## src/rtl/adc_avg_pkg.sv

```systemverilog
// Shared definitions for the per-channel ADC averager.
// Contents:
//   - word addresses of the control/status/overrun/average registers
//   - bit positions inside the CTRL register
//   - acc_width(): accumulator width needed to sum 2**log2_avg samples
package adc_avg_pkg;

   localparam int CTRL_ADDR    = 32'h0000_0000;
   localparam int STATUS_ADDR  = 32'h0000_0001;
   localparam int OVERRUN_ADDR = 32'h0000_0002;
   localparam int AVG_BASE     = 32'h0000_0010;

   localparam int CTRL_ENABLE_BIT = 32'd0;
   localparam int CTRL_CLEAR_BIT  = 32'd1;

   // Summing 2**log2_avg samples of data_w bits never needs more than
   // data_w + log2_avg bits, so the accumulator cannot wrap.
   function automatic int acc_width(input int data_w, input int log2_avg);
      return data_w + log2_avg;
   endfunction

endpackage

```

## src/rtl/adc_channel_averager_if.sv

```systemverilog
// Bundle of the ADC response stream and the Avalon-MM slave port of the
// averager.
// Signals:
//   resp_valid/resp_channel/resp_data    ADC response, single-beat samples
//   s_address/s_read/s_write/
//   s_writedata/s_byteenable             Avalon-MM request side
//   s_waitrequest/s_readdata/
//   s_readdatavalid                      Avalon-MM response side (latency 1)
// Modports:
//   master  drives samples and bus requests (ADC + bus master side)
//   slave   the averager
interface adc_channel_averager_if #(
   parameter int DATA_W = 12,
   parameter int CH_W   = 5,
   parameter int ADDR_W = 10,
   parameter int RD_W   = 16
) ();

   logic                resp_valid;
   logic [CH_W-1:0]     resp_channel;
   logic [DATA_W-1:0]   resp_data;

   logic [ADDR_W-1:0]   s_address;
   logic                s_read;
   logic                s_write;
   logic [RD_W-1:0]     s_writedata;
   logic [RD_W/8-1:0]   s_byteenable;
   logic                s_waitrequest;
   logic [RD_W-1:0]     s_readdata;
   logic                s_readdatavalid;

   modport master (
      output resp_valid, resp_channel, resp_data,
      output s_address, s_read, s_write, s_writedata, s_byteenable,
      input  s_waitrequest, s_readdata, s_readdatavalid
   );

   modport slave (
      input  resp_valid, resp_channel, resp_data,
      input  s_address, s_read, s_write, s_writedata, s_byteenable,
      output s_waitrequest, s_readdata, s_readdatavalid
   );

endinterface

```

## src/rtl/adc_chan_acc.sv

```systemverilog
// One channel of the averager: accumulator, sample counter, latched mean,
// new-data flag and sticky overrun flag.
// Ports:
//   clk, rst     clock and synchronous active-high reset
//   sample_en    accepted sample for this channel this cycle
//   data         sample value
//   clr          zero everything (CTRL clear)
//   rd_clr       AVG register of this channel is being read
//   ovr_clr      write-1-to-clear of this channel's overrun bit
//   result       last completed mean
//   new_flag     a mean has completed since the last AVG read
//   ovr          a mean completed while new_flag was still set
module adc_chan_acc
   import adc_avg_pkg::*;
#(
   parameter int DATA_W   = 12,
   parameter int LOG2_AVG = 4
) (
   input  logic              clk,
   input  logic              rst,
   input  logic              sample_en,
   input  logic [DATA_W-1:0] data,
   input  logic              clr,
   input  logic              rd_clr,
   input  logic              ovr_clr,
   output logic [DATA_W-1:0] result,
   output logic              new_flag,
   output logic              ovr
);

   localparam int ACC_W = acc_width(DATA_W, LOG2_AVG);
   localparam int CNT_W = (LOG2_AVG > 0) ? LOG2_AVG : 1;
   localparam logic [CNT_W-1:0] CNT_LAST = CNT_W'((1 << LOG2_AVG) - 1);

   logic [ACC_W-1:0]  acc_r;
   logic [CNT_W-1:0]  cnt_r;
   logic [DATA_W-1:0] result_r;
   logic              new_r;
   logic              ovr_r;

   logic [ACC_W-1:0]  sum_s;
   logic [DATA_W-1:0] mean_s;
   logic              done_s;

   // Running sum including the current sample, and whether it closes a block.
   always_comb begin
      sum_s  = acc_r + ACC_W'(data);
      mean_s = DATA_W'(sum_s >> LOG2_AVG);
      done_s = sample_en && (cnt_r == CNT_LAST);
   end

   // Accumulator and counter; restart after each completed block.
   always_ff @(posedge clk) begin
      if (rst || clr) begin
         acc_r <= '0;
         cnt_r <= '0;
      end else if (done_s) begin
         acc_r <= '0;
         cnt_r <= '0;
      end else if (sample_en) begin
         acc_r <= sum_s;
         cnt_r <= cnt_r + CNT_W'(1);
      end
   end

   // Result latch and flags; a completing block beats a same-cycle read or W1C.
   always_ff @(posedge clk) begin
      if (rst || clr) begin
         result_r <= '0;
         new_r    <= 1'b0;
         ovr_r    <= 1'b0;
      end else begin
         if (done_s) begin
            result_r <= mean_s;
            new_r    <= 1'b1;
         end else if (rd_clr) begin
            new_r    <= 1'b0;
         end
         if (done_s && new_r) begin
            ovr_r <= 1'b1;
         end else if (ovr_clr) begin
            ovr_r <= 1'b0;
         end
      end
   end

   assign result   = result_r;
   assign new_flag = new_r;
   assign ovr      = ovr_r;

endmodule

```

## src/rtl/adc_channel_averager.sv

```systemverilog
// Per-channel decimating averager on the ADC response stream with an
// Avalon-MM slave (read latency 1) exposing results and flags.
// Ports:
//   clk_clk      sole clock
//   reset_reset  synchronous active-high reset
//   bus          slave side of adc_channel_averager_if (ADC stream + Avalon-MM)
// Register map (word addresses):
//   0x00 CTRL     bit0 enable (RW), bit1 clear (W, reads 0)
//   0x01 STATUS   new[] flags
//   0x02 OVERRUN  ovr[] flags, write 1 to clear
//   0x10+c AVG[c] latest mean; reading it clears new[c]
module adc_channel_averager
   import adc_avg_pkg::*;
#(
   parameter int DATA_W   = 12,
   parameter int CH_W     = 5,
   parameter int NUM_CH   = 8,
   parameter int LOG2_AVG = 4,
   parameter int ADDR_W   = 10,
   parameter int RD_W     = 16
) (
   input  logic                 clk_clk,
   input  logic                 reset_reset,
   adc_channel_averager_if.slave bus
);

   logic              enable_r;
   logic [RD_W-1:0]   readdata_r;
   logic              readdatavalid_r;

   logic              wr_en_s;
   logic              ctrl_wr_s;
   logic              clear_s;
   logic              accept_s;
   logic [NUM_CH-1:0] sample_en_s;
   logic [NUM_CH-1:0] rd_clr_s;
   logic [NUM_CH-1:0] ovr_clr_s;
   logic [NUM_CH-1:0] new_vec_s;
   logic [NUM_CH-1:0] ovr_vec_s;
   logic [DATA_W-1:0] result_s [NUM_CH];
   logic [RD_W-1:0]   avg_s;
   logic [RD_W-1:0]   rdata_s;
   logic              unused_s;

   // Upper write-data/byte-enable bits only matter for wider channel counts.
   assign unused_s = ^{bus.s_writedata, bus.s_byteenable};

   // Bus decode and per-channel strobes; a write alongside a read is dropped,
   // and a clear discards any sample in the same cycle.
   always_comb begin
      wr_en_s     = bus.s_write && !bus.s_read;
      ctrl_wr_s   = wr_en_s && (bus.s_address == ADDR_W'(CTRL_ADDR)) && bus.s_byteenable[0];
      clear_s     = ctrl_wr_s && bus.s_writedata[CTRL_CLEAR_BIT];
      accept_s    = bus.resp_valid && enable_r && (int'(bus.resp_channel) < NUM_CH) && !clear_s;
      sample_en_s = '0;
      rd_clr_s    = '0;
      ovr_clr_s   = '0;
      for (int c = 0; c < NUM_CH; c++) begin
         sample_en_s[c] = accept_s && (bus.resp_channel == CH_W'(c));
         rd_clr_s[c]    = bus.s_read && (bus.s_address == ADDR_W'(AVG_BASE + c));
         ovr_clr_s[c]   = wr_en_s && (bus.s_address == ADDR_W'(OVERRUN_ADDR)) &&
                          bus.s_byteenable[c / 8] && bus.s_writedata[c];
      end
   end

   // Channel datapaths.
   for (genvar g = 0; g < NUM_CH; g++) begin : g_chan
      adc_chan_acc #(
         .DATA_W   (DATA_W),
         .LOG2_AVG (LOG2_AVG)
      ) u_acc (
         .clk       (clk_clk),
         .rst       (reset_reset),
         .sample_en (sample_en_s[g]),
         .data      (bus.resp_data),
         .clr       (clear_s),
         .rd_clr    (rd_clr_s[g]),
         .ovr_clr   (ovr_clr_s[g]),
         .result    (result_s[g]),
         .new_flag  (new_vec_s[g]),
         .ovr       (ovr_vec_s[g])
      );
   end

   // Read mux; unmapped addresses return zero.
   always_comb begin
      avg_s = '0;
      for (int c = 0; c < NUM_CH; c++) begin
         avg_s = avg_s | ((bus.s_address == ADDR_W'(AVG_BASE + c)) ? RD_W'(result_s[c]) : '0);
      end
      rdata_s = '0;
      case (bus.s_address)
         ADDR_W'(CTRL_ADDR):    rdata_s = RD_W'(enable_r);
         ADDR_W'(STATUS_ADDR):  rdata_s = RD_W'(new_vec_s);
         ADDR_W'(OVERRUN_ADDR): rdata_s = RD_W'(ovr_vec_s);
         default:               rdata_s = avg_s;
      endcase
   end

   // Enable bit keeps its last written value across a clear.
   always_ff @(posedge clk_clk) begin
      if (reset_reset) begin
         enable_r <= 1'b1;
      end else if (ctrl_wr_s) begin
         enable_r <= bus.s_writedata[CTRL_ENABLE_BIT];
      end
   end

   // Read pipeline stage; reset kills any read still in flight.
   always_ff @(posedge clk_clk) begin
      if (reset_reset) begin
         readdata_r      <= '0;
         readdatavalid_r <= 1'b0;
      end else begin
         readdatavalid_r <= bus.s_read;
         if (bus.s_read) begin
            readdata_r <= rdata_s;
         end
      end
   end

   assign bus.s_waitrequest   = 1'b0;
   assign bus.s_readdata      = readdata_r;
   assign bus.s_readdatavalid = readdatavalid_r;

endmodule
```

## src/flat_wrapper.sv

```systemverilog
// flat-port wrapper written by rule: the top's interface ports become plain ports
module adc_channel_averager_flat import adc_avg_pkg::*;
#(
   parameter int DATA_W   = 12,
   parameter int CH_W     = 5,
   parameter int NUM_CH   = 8,
   parameter int LOG2_AVG = 4,
   parameter int ADDR_W   = 10,
   parameter int RD_W     = 16
)
  (clk_clk, reset_reset, bus_resp_valid, bus_resp_channel, bus_resp_data, bus_s_address, bus_s_read, bus_s_write, bus_s_writedata, bus_s_byteenable, bus_s_waitrequest, bus_s_readdata, bus_s_readdatavalid);
  adc_channel_averager_if #(.DATA_W(DATA_W), .CH_W(CH_W), .ADDR_W(ADDR_W), .RD_W(RD_W)) bus_i ();
  input  logic clk_clk;
  input  logic reset_reset;
  input wire logic [$bits(bus_i.resp_valid)-1:0] bus_resp_valid;
  input wire logic [$bits(bus_i.resp_channel)-1:0] bus_resp_channel;
  input wire logic [$bits(bus_i.resp_data)-1:0] bus_resp_data;
  input wire logic [$bits(bus_i.s_address)-1:0] bus_s_address;
  input wire logic [$bits(bus_i.s_read)-1:0] bus_s_read;
  input wire logic [$bits(bus_i.s_write)-1:0] bus_s_write;
  input wire logic [$bits(bus_i.s_writedata)-1:0] bus_s_writedata;
  input wire logic [$bits(bus_i.s_byteenable)-1:0] bus_s_byteenable;
  output wire logic [$bits(bus_i.s_waitrequest)-1:0] bus_s_waitrequest;
  output wire logic [$bits(bus_i.s_readdata)-1:0] bus_s_readdata;
  output wire logic [$bits(bus_i.s_readdatavalid)-1:0] bus_s_readdatavalid;
  assign bus_i.resp_valid = bus_resp_valid;
  assign bus_i.resp_channel = bus_resp_channel;
  assign bus_i.resp_data = bus_resp_data;
  assign bus_i.s_address = bus_s_address;
  assign bus_i.s_read = bus_s_read;
  assign bus_i.s_write = bus_s_write;
  assign bus_i.s_writedata = bus_s_writedata;
  assign bus_i.s_byteenable = bus_s_byteenable;
  assign bus_s_waitrequest = bus_i.s_waitrequest;
  assign bus_s_readdata = bus_i.s_readdata;
  assign bus_s_readdatavalid = bus_i.s_readdatavalid;
  adc_channel_averager #(.DATA_W(DATA_W), .CH_W(CH_W), .NUM_CH(NUM_CH), .LOG2_AVG(LOG2_AVG), .ADDR_W(ADDR_W), .RD_W(RD_W)) u_core (.clk_clk(clk_clk), .reset_reset(reset_reset), .bus(bus_i));
endmodule
```

## config.mk

```make
export PLATFORM = sky130hd
export DESIGN_NAME = adc_channel_averager_flat
export DESIGN_NICKNAME = d
export VERILOG_FILES = /design/src/rtl/adc_avg_pkg.sv /design/src/rtl/adc_channel_averager_if.sv /design/src/rtl/adc_chan_acc.sv /design/src/rtl/adc_channel_averager.sv /design/src/flat_wrapper.sv
export SDC_FILE = /design/constraint.sdc
export NUM_CORES = 1
export LEC_CHECK = 0
export ABC_AREA = 1
export CAP_MARGIN = 20
export CELL_PAD_IN_SITES_DETAIL_PLACEMENT = 1
export CELL_PAD_IN_SITES_GLOBAL_PLACEMENT = 1
export CORE_AREA = 2 2 258 285
export CTS_CLUSTER_DIAMETER = 120
export DETAILED_ROUTE_END_ITERATION = 8
export DIE_AREA = 0 0 260 287
export DONT_BUFFER_PORTS = 1
export PLACE_DENSITY = 0.49
export SLEW_MARGIN = 20
export SYNTH_ARGS = -nofsm -noshare
export SYNTH_HDL_FRONTEND = slang
export SYNTH_SLANG_ARGS = --single-unit
```

## constraint.sdc

```tcl
create_clock -name clk_clk -period 4.42 [get_ports clk_clk]
set_input_delay 1.326 -clock clk_clk [delete_from_list [all_inputs] [get_ports clk_clk]]
set_output_delay 1.326 -clock clk_clk [all_outputs]
set_load 0.05 [all_outputs]
```

Yosys cells after proc, flatten, opt, wreduce, memory -nomap -nowiden. Cells that the tools add are included.

Reductions and logical operators: 78. $add $sub $neg: 16. Equal/unequal tests: 25. Order comparisons: 1. Bitwise logic cells: 7. Muxes and demuxes: 41.

Operators with widths (number): 16-bit by 12-bit adder with 16-bit output (8); 16-bit OR (7); 12-bit two-way mux (8); 10-bit by 5-bit equality test with 1-bit output, second input constant (8); 1-bit logical AND (49); 16-bit one-hot mux with 3 select lines (1); 4-bit by 1-bit adder with 4-bit output, second input constant (8); 4-bit equality test, second input constant (8); 1-bit two-way mux (32); 2-bit nonzero test (16); 5-bit by 3-bit equality test with 1-bit output, second input constant (4); 2-bit OR reduction (8); 10-bit by 1-bit equality test with 1-bit output, second input constant (1); 10-bit by 2-bit equality test with 1-bit output, second input constant (1); 5-bit by 2-bit equality test with 1-bit output, second input constant (2); 10-bit logical NOT (1); 5-bit by 1-bit equality test with 1-bit output, second input constant (1); 5-bit logical NOT (1); 5-bit by 4-bit less-than comparator with 1-bit output, second input constant (1); 1-bit logical NOT (2); 1-bit logical OR (1).

Input bits: 50. Logic and storage cells: 211. Register bits: 290. Output and inout port bits: 18.

Longest topological paths before layout.
Word-level depth: 11. Mapped depth: 14. Mapped depth without buffers: 14.

Hierarchy. Synthesis repeated with hierarchy kept, for this count alone.

Cell total of the unflattened synthesis: 3022. Area, all modules: 19062.0 µm².

Modules (own cells, without submodules): adc_chan_acc at u_core.g_chan[0].u_acc ... (sequential area each 680.7 µm², area an instance 2142.1 µm², cells an instance 329, times used 7); adc_chan_acc at u_core.g_chan[7].u_acc (sequential area each 680.7 µm², area an instance 2119.5 µm², cells an instance 333, times used 1); adc_channel_averager (sequential area each 280.3 µm², area an instance 1948.1 µm², cells an instance 386, times used 1).

Least setup slack after synthesis. No wires, ideal clock.

Path kind: input-to-reg. Start: in bus_resp_data[1]. End: reg u_core.g_chan[4].u_acc.acc_r[8]. Arrival time: 2.820 ns. Data required time: 4.354 ns. Stages on the path: 7. Path buffers: 0. Slack: 1.534 ns. Library setup time: 0.066 ns. Cell sequence: inv_1 -> fa_1 -> o21ai_0 -> a21oi_1 -> xnor2_1 -> nand2_1 -> a21oi_2.

Cells in the longest elaborated chain, start to end: 1.

RTL lines: from (decl) (RTL line flat_wrapper.sv:17) `input wire logic [$bits(bus_i.resp_data)-1:0] bus_resp_data;`; 16-bit by 12-bit adder with 16-bit output (RTL line adc_chan_acc.sv:47) `sum_s = acc_r + ACC_W'(data);`; to (signal assigned) (RTL line adc_chan_acc.sv:61) `acc_r <= sum_s;`; to (decl) (RTL line adc_chan_acc.sv:35) `logic [ACC_W-1:0] acc_r;`.

No other way between the ends. A chain may end at the register's enable or synchronous reset.

Worst setup path in the final report.
Start: in bus_resp_data[1]. End: reg u_core.g_chan[4].u_acc.acc_r[12].

Same word-level chain as after synthesis.

==> key figures <==
Clock network
  • Clk slew on worst S/H paths: 60 ps
  • CTS Root Cell: clkbuf_16
  • Bufs on Longest Clock Path: 3
  • Clock latency at the later pin of the worst-skew pair: 560 ps
  • Post-CTS setup buffers: 0
  • CTS sink count: 286
  • CTS tree: done
  • CTS H-tree lvls: 2
  • Num CTS Buffers: 39
  • Cts hold-fix bufs: 0
  • Post-CTS sizing: 0

Synth
  • Netlist cell types: 41
  • Synthesized-area fraction occupied by adder cells: 7.90%
  • Synth Area in Compound Gates: 10.6%
  • Number of synthesized flops with an enable pin: 0
  • Synth warn: 0
  • Post-Synthesis Cells: 2913
  • Post-synthesis mux area share: 0%
  • Largest cells by area after synthesis: dfxtp_1, nand2_1, a21oi_1
  • Post-synthesis simple-gate area fraction: 37.8%
  • Top_reg_cell synth: dfxtp_1
  • Top-area cell type share of the netlist area: 30.9%
  • XOR/XNOR Fraction of Synth Area: 2.93%
  • Post-synthesis sequential area ratio: 30.9%
  • Main combinational cell family by area after synthesis: simple AND/OR/NAND/NOR gates
  • Mean post-synth cell area: 6.35 µm²
  • Area leader, netlist: dfxtp_1
  • Share of synthesized flip-flops with an asynchronous set or reset: 0%
  • Post-synthesis register bit count: 286
  • Post-Syn Area: 0.0185 mm²

STA
  • Setup violations, final: 0
  • Final Slew Violations: 0
  • Final worst slack: 1390 ps
  • Worst-margin pin slew: 800 ps
  • Minimum clock period: 3030 ps
  • Worst clock skew: 23.4 ps
  • Final TNS setup: 0 ps
  • Unrepaired setup endpoints after global routing: false
  • Fmax achieved: 0.330 GHz
  • Relative slew slack: 46.3%
  • Final worst-path cycle share: 68.6%
  • Final Hold Vio Count: 0

Layout
  • Area growth, synth to finish: 11.8%
  • Number of diodes: 0
  • Ratio of cells with drive above 1 in the final layout: 5.81%
  • Fin nets: 3058

Power and ir drop
  • Static Leak: 9.28 nW
  • Power, Total: 0.00635 W
  • Power density cells: 307 mW/mm²
  • Worst vdd ir: 0.223 mV

Routing
  • Met3 wire len: 2160 µm
  • DR pass1 iterations: 5
  • Met2 WL: 33400 µm
  • DRT antenna net count: 0
  • Routed WL: 71000 µm
  • Routed vias/inst: 4.64
  • Drt initial violations: 732
  • Wire length per cell: 18.3 µm
  • WL met1: 33500 µm
  • Remaining DRCs: 0
  • DR vias: 17958
  • Highest routed layer: met4

Outcome
  • Status: completed

GRT
  • First-pass GRT wire length: 110000 µm
  • Vias in the first global route: 18530
  • Overall Global Routing Usage: 19.2%
  • Largest net degree at the start of global routing: 78
  • Total grt overflow: 0
  • Initial antenna violation count: 5

Critical path
  • Data required, critical path: 4910 ps
  • Worst EP arrival: 3520 ps
  • CP max stage delay: 520 ps
  • CP max-delay cell: fa_1
  • Startpoint Class: input port
  • CP most frequent cell: nand2_1
  • Crit. End Element: register
  • Crit path cell chain: inv_1 -> buf_4 -> fa_1 -> o21ai_0 -> nand3_1 -> nand3_1 -> nand2_1 -> nand2_1 -> nand2_1 -> a21oi_2
  • Crit-path max FO: 9
  • Crit Path Category: in2reg

Die
  • Initial core utilization: 25.9%
  • Die Y: 287 µm
  • Die W: 260 µm
  • I/O pins: 68
  • Core area: 0.0715 mm²
  • Row count: 103
  • DIE AREA: 0.0746 mm²

Placement
  • Port bufs: 0
  • Placer congestion estimate: 0.838
  • DP HPWL: 53900 µm
  • Dpl ws: 774 ps

Hold path
  • Hold WC Path Type: reg2reg

Job
  • Max cap viols: 0
==> critical path, delay by kind of cell <==
family | cells | cell delay (ps)
buffers and inverters | 2 | 580
AO/OA/AOI/OAI | 2 | 580
adder cells (fa/ha/maj) | 1 | 520
AND/OR/NAND/NOR | 5 | 480
==> synthesized netlist by cell type, types with 9 or more instances <==
cell type / instances
a21oi_1: 301
a21oi_2: 11
and2_1: 10
buf_2: 34
buf_4: 28
dfxtp_1: 286
ha_1: 104
inv_1: 326
inv_2: 23
nand2_1: 1164
nand2_4: 9
nand3_1: 170
nand4_1: 26
nor2_1: 173
nor3_1: 32
o21ai_0: 49
or2_2: 14
xnor2_1: 16
xor2_1: 46
==> report_power, final <==
group          internal, W  switching [W]  total (W)
Sequential         0.00258      0.0000200    0.00260
Clock              0.00209        0.00130    0.00339
Combinational    0.0000936       0.000266   0.000360
Total              0.00477        0.00159    0.00635
==> worst paths after layout <==
path,cells past startpoint,startpoint,slack (ps),endpoint
worst max-delay path,10,bus_resp_data[1],1390,u_core.g_chan[4].u_acc.acc_r[12]$_SDFFE_PP0P_
worst min-delay path,2,u_core.g_chan[7].u_acc.result[1]$_SDFFE_PP0P_,450,u_core.g_chan[7].u_acc.result[1]$_SDFFE_PP0P_
worst max register to register,7,u_core.enable_r$_SDFFE_PP1N_,1860,u_core.g_chan[2].u_acc.cnt_r[2]$_SDFFE_PP0P_
worst min register to register,2,u_core.g_chan[7].u_acc.result[1]$_SDFFE_PP0P_,450,u_core.g_chan[7].u_acc.result[1]$_SDFFE_PP0P_
==> layer usage <==
| layer | up-vias | track usage (%) |
|---|---|---|
| li1 | 9167 | - |
| met5 | - | 0 |
| met3 | 70 | 2.63 |
| met4 | 0 | 5.47 |
| met1 | 8503 | 25.2 |
| met2 | 218 | 32.7 |
==> logic make-up (layout without fill, tap and decap cells) <==
kind of cell | after synthesis | in the layout
other | 1 | 5
DFF | 286 | 286
and+or+nand+nor | 1645 | 1645
buffers and inverters | 428 | 435
xor gates and xnor gates | 62 | 62
AOI/OAI and AO/OA | 379 | 379
adders and majority gates | 112 | 112
==> state kept, by name (all words and copies together), names as in the netlist <==
name	flops
u_core.bus.s_readdatavalid	1
u_core.g_chan.u_acc.ovr	8
u_core.bus.s_readdata	12
u_core.g_chan.u_acc.cnt_r	32
u_core.enable_r	1
u_core.g_chan.u_acc.acc_r	128
u_core.g_chan.u_acc.new_flag	8
u_core.g_chan.u_acc.result	96
==> metrics by stage <==
stage	util, %	instances	hold slack, ps	instance area, µm²
floorplan	-	2917	419	18500
global placement	27.1	3800	434	19400
detailed placement	27.1	3800	437	19400
CTS	28.9	3869	451	20700
global route	28.9	3869	471	20700
finish	28.9	3869	447	20700
==> final cells by class <==
cell class              count  area [µm²]
repair buffers             16         133
clock inverters            12         195
multi-input cells        2203       11000
well taps                 945        1180
flip-flops and latches    286        5730
inverters                 350        1320
clock buffers              57        1150
fillers                  9122       50800
==> cells in the final DEF (no fill, tap or decap), types with 32 or more instances in the layout <==
master	count
xor2_1	46
nor3_1	32
nand3_1	170
nand2_1	1164
clkbuf_16	41
dfxtp_1	286
o21ai_0	49
ha_1	104
inv_1	326
a21oi_1	301
nor2_1	173
(Power assumes the default switching activity.)
==> variant, RTL diff (same settings) <==
`DATA_W` is set to 12 in 4 places; all go to 14.
--- a/src/rtl/adc_channel_averager_if.sv
+++ b/src/rtl/adc_channel_averager_if.sv
@@ -12,3 +12,3 @@
 interface adc_channel_averager_if #(
-   parameter int DATA_W = 12,
+   parameter int DATA_W = 14,
    parameter int CH_W   = 5,
--- a/src/rtl/adc_chan_acc.sv
+++ b/src/rtl/adc_chan_acc.sv
@@ -15,3 +15,3 @@
 #(
-   parameter int DATA_W   = 12,
+   parameter int DATA_W   = 14,
    parameter int LOG2_AVG = 4
--- a/src/rtl/adc_channel_averager.sv
+++ b/src/rtl/adc_channel_averager.sv
@@ -14,3 +14,3 @@
 #(
-   parameter int DATA_W   = 12,
+   parameter int DATA_W   = 14,
    parameter int CH_W     = 5,
--- a/src/flat_wrapper.sv
+++ b/src/flat_wrapper.sv
@@ -3,3 +3,3 @@
 #(
-   parameter int DATA_W   = 12,
+   parameter int DATA_W   = 14,
    parameter int CH_W     = 5,
Interface: changed (resized bus_resp_data); port bits go from 68 to 70. No check against the original RTL was run, so the function may have changed too.
==> variant against the original RTL <==
  * Power increased by 9.0%
  * Register-to-register slack worse by 0.28 ns
  * First-iteration DRC count grew 42%
  * Setup slack worse by 0.21 ns
  * Count of clock-buffer cells in the layout grew 5
  * Wire length is 21% higher
  * Cell count is 14% higher
  * Design area up 13%
  * Non-clock buffer count increased by 10
  * Synthesized area rose by 15%
  * Sequential cell count up 34
  * Combinational power up 14%
  * Synthesized cell count grew 19%
  * Largest power group unchanged
==> variant: results <==
metrics = {
    "timing": {
        "slew_headroom_pct": 33.55,
        "skew_ns": 0.02925,
        "max_freq_mhz": 308.1,
        "whs_ns": 0.4616,
    },
    "synthesis": {
        "ys_seq_area_share_pct": 30.18,
        "synth.avg_cell_area_um2": 6.136,
        "synth_common_cells": "nand2_1, inv_1, a21oi_1",
        "synth_compound_area_share_pct": 10.65,
        "synth.distinct_cells": 42,
        "synth_xor_xnor_area_share_pct": 2.146,
        "synthAdderAreaFrac_pct": 7.829,
    },
    "setup_path": {
        "slowest_stage": "nand3_1",
        "crit_path_max_fanout": 21,
        "startpoint": "bus_s_address[9]",
        "crit_end": "u_core.g_chan[6].u_acc.cnt_r[2]",
        "cp_top_family": "simple AND/OR/NAND/NOR gates",
        "arrival_ns": 3.65,
        "rr_endpoint": "u_core.g_chan[6].u_acc.result[8]",
        "reg2reg_slack_ns": 1.58,
        "cpPeakStageDelay_ns": 0.46,
    },
    "power": {
        "peakVddDrop_mv": 0.2252,
        "clkPwrFrac_pct": 52.0,
        "p_switching_mw": 1.780,
        "powerComb_mw": 0.411,
        "p_leak_nw": 10.82,
        "seqPwrFrac_pct": 42.1,
    },
    "place": {
        "placed_area_um2": 22030,
        "dp_hpwl_um": 66040,
        "placedCellCount": 4335,
        "gp_congestion": 0.8733,
    },
    "clocking": {
        "cts-buffers-inserted": 44,
        "insertion_delay_ns": 0.58,
    },
    "run_status": {
        "outcome": "complete, no violations",
    },
    "global_route": {
        "grt_pass1_wl_um": 130100,
        "grtUsageMet1_pct": 29.49,
        "grt_start_max_net_pins": 64,
        "met3_usage_pct": 4.824,
        "track_usage_pct": 22.97,
        "met2_usage_pct": 38.54,
        "antenna_found_initial": 9,
    },
    "finish": {
        "drive_gt1_share_pct": 4.818,
        "nFillCells": 9356,
        "final_cells": 4412,
        "areaGrowthSynthToFinish_pct": 10.53,
        "largest_reg_flops": 144,
        "nets": 3616,
    },
    "drt": {
        "met2_length_um": 39700,
        "routedLengthMet1_um": 39470,
        "highest_layer": "met5",
        "wl_per_cell_um": 19.55,
        "wl_met3_um": 4588,
    },
    "min_path": {
        "min_to": "u_core.g_chan[7].u_acc.result[1]",
    },
}
## variant: cell count changes after synthesis, sizes merged, moves of 8 or more
| cell | unedited run | this run |
|---|---|---|
| nand2 | 1177 | 1386 |
| inv | 350 | 447 |
| nor2 | 181 | 251 |
| nand3 | 177 | 225 |
| a21oi | 312 | 355 |
| dfxtp | 286 | 320 |
| o21ai | 53 | 84 |
| ha | 104 | 120 |
| buf | 70 | 80 |
| clkbuf | 8 | 17 |
| o21a | 8 | 0 |
| xnor2 | 16 | 8 |
## variant: final cells by class
| type | instances | area share [%] |
|---|---|---|
| flip-flops and latches | 320 | 27.31 |
| clock buffers | 62 | 5.499 |
| well taps | 945 | 5.040 |
| diodes | 1 | 0.01067 |
| inverters | 448 | 7.179 |
| multi-input cells | 2596 | 53.56 |
| clock inverters | 14 | 0.5760 |
| repair buffers | 26 | 0.8320 |
## variant: worst min-delay path, delay by kind of cell (launching register included)
kind / cells / cell delay [ns]
flops: 1 / 0.30
compound gates: 1 / 0.05
simple gates: 1 / 0.06
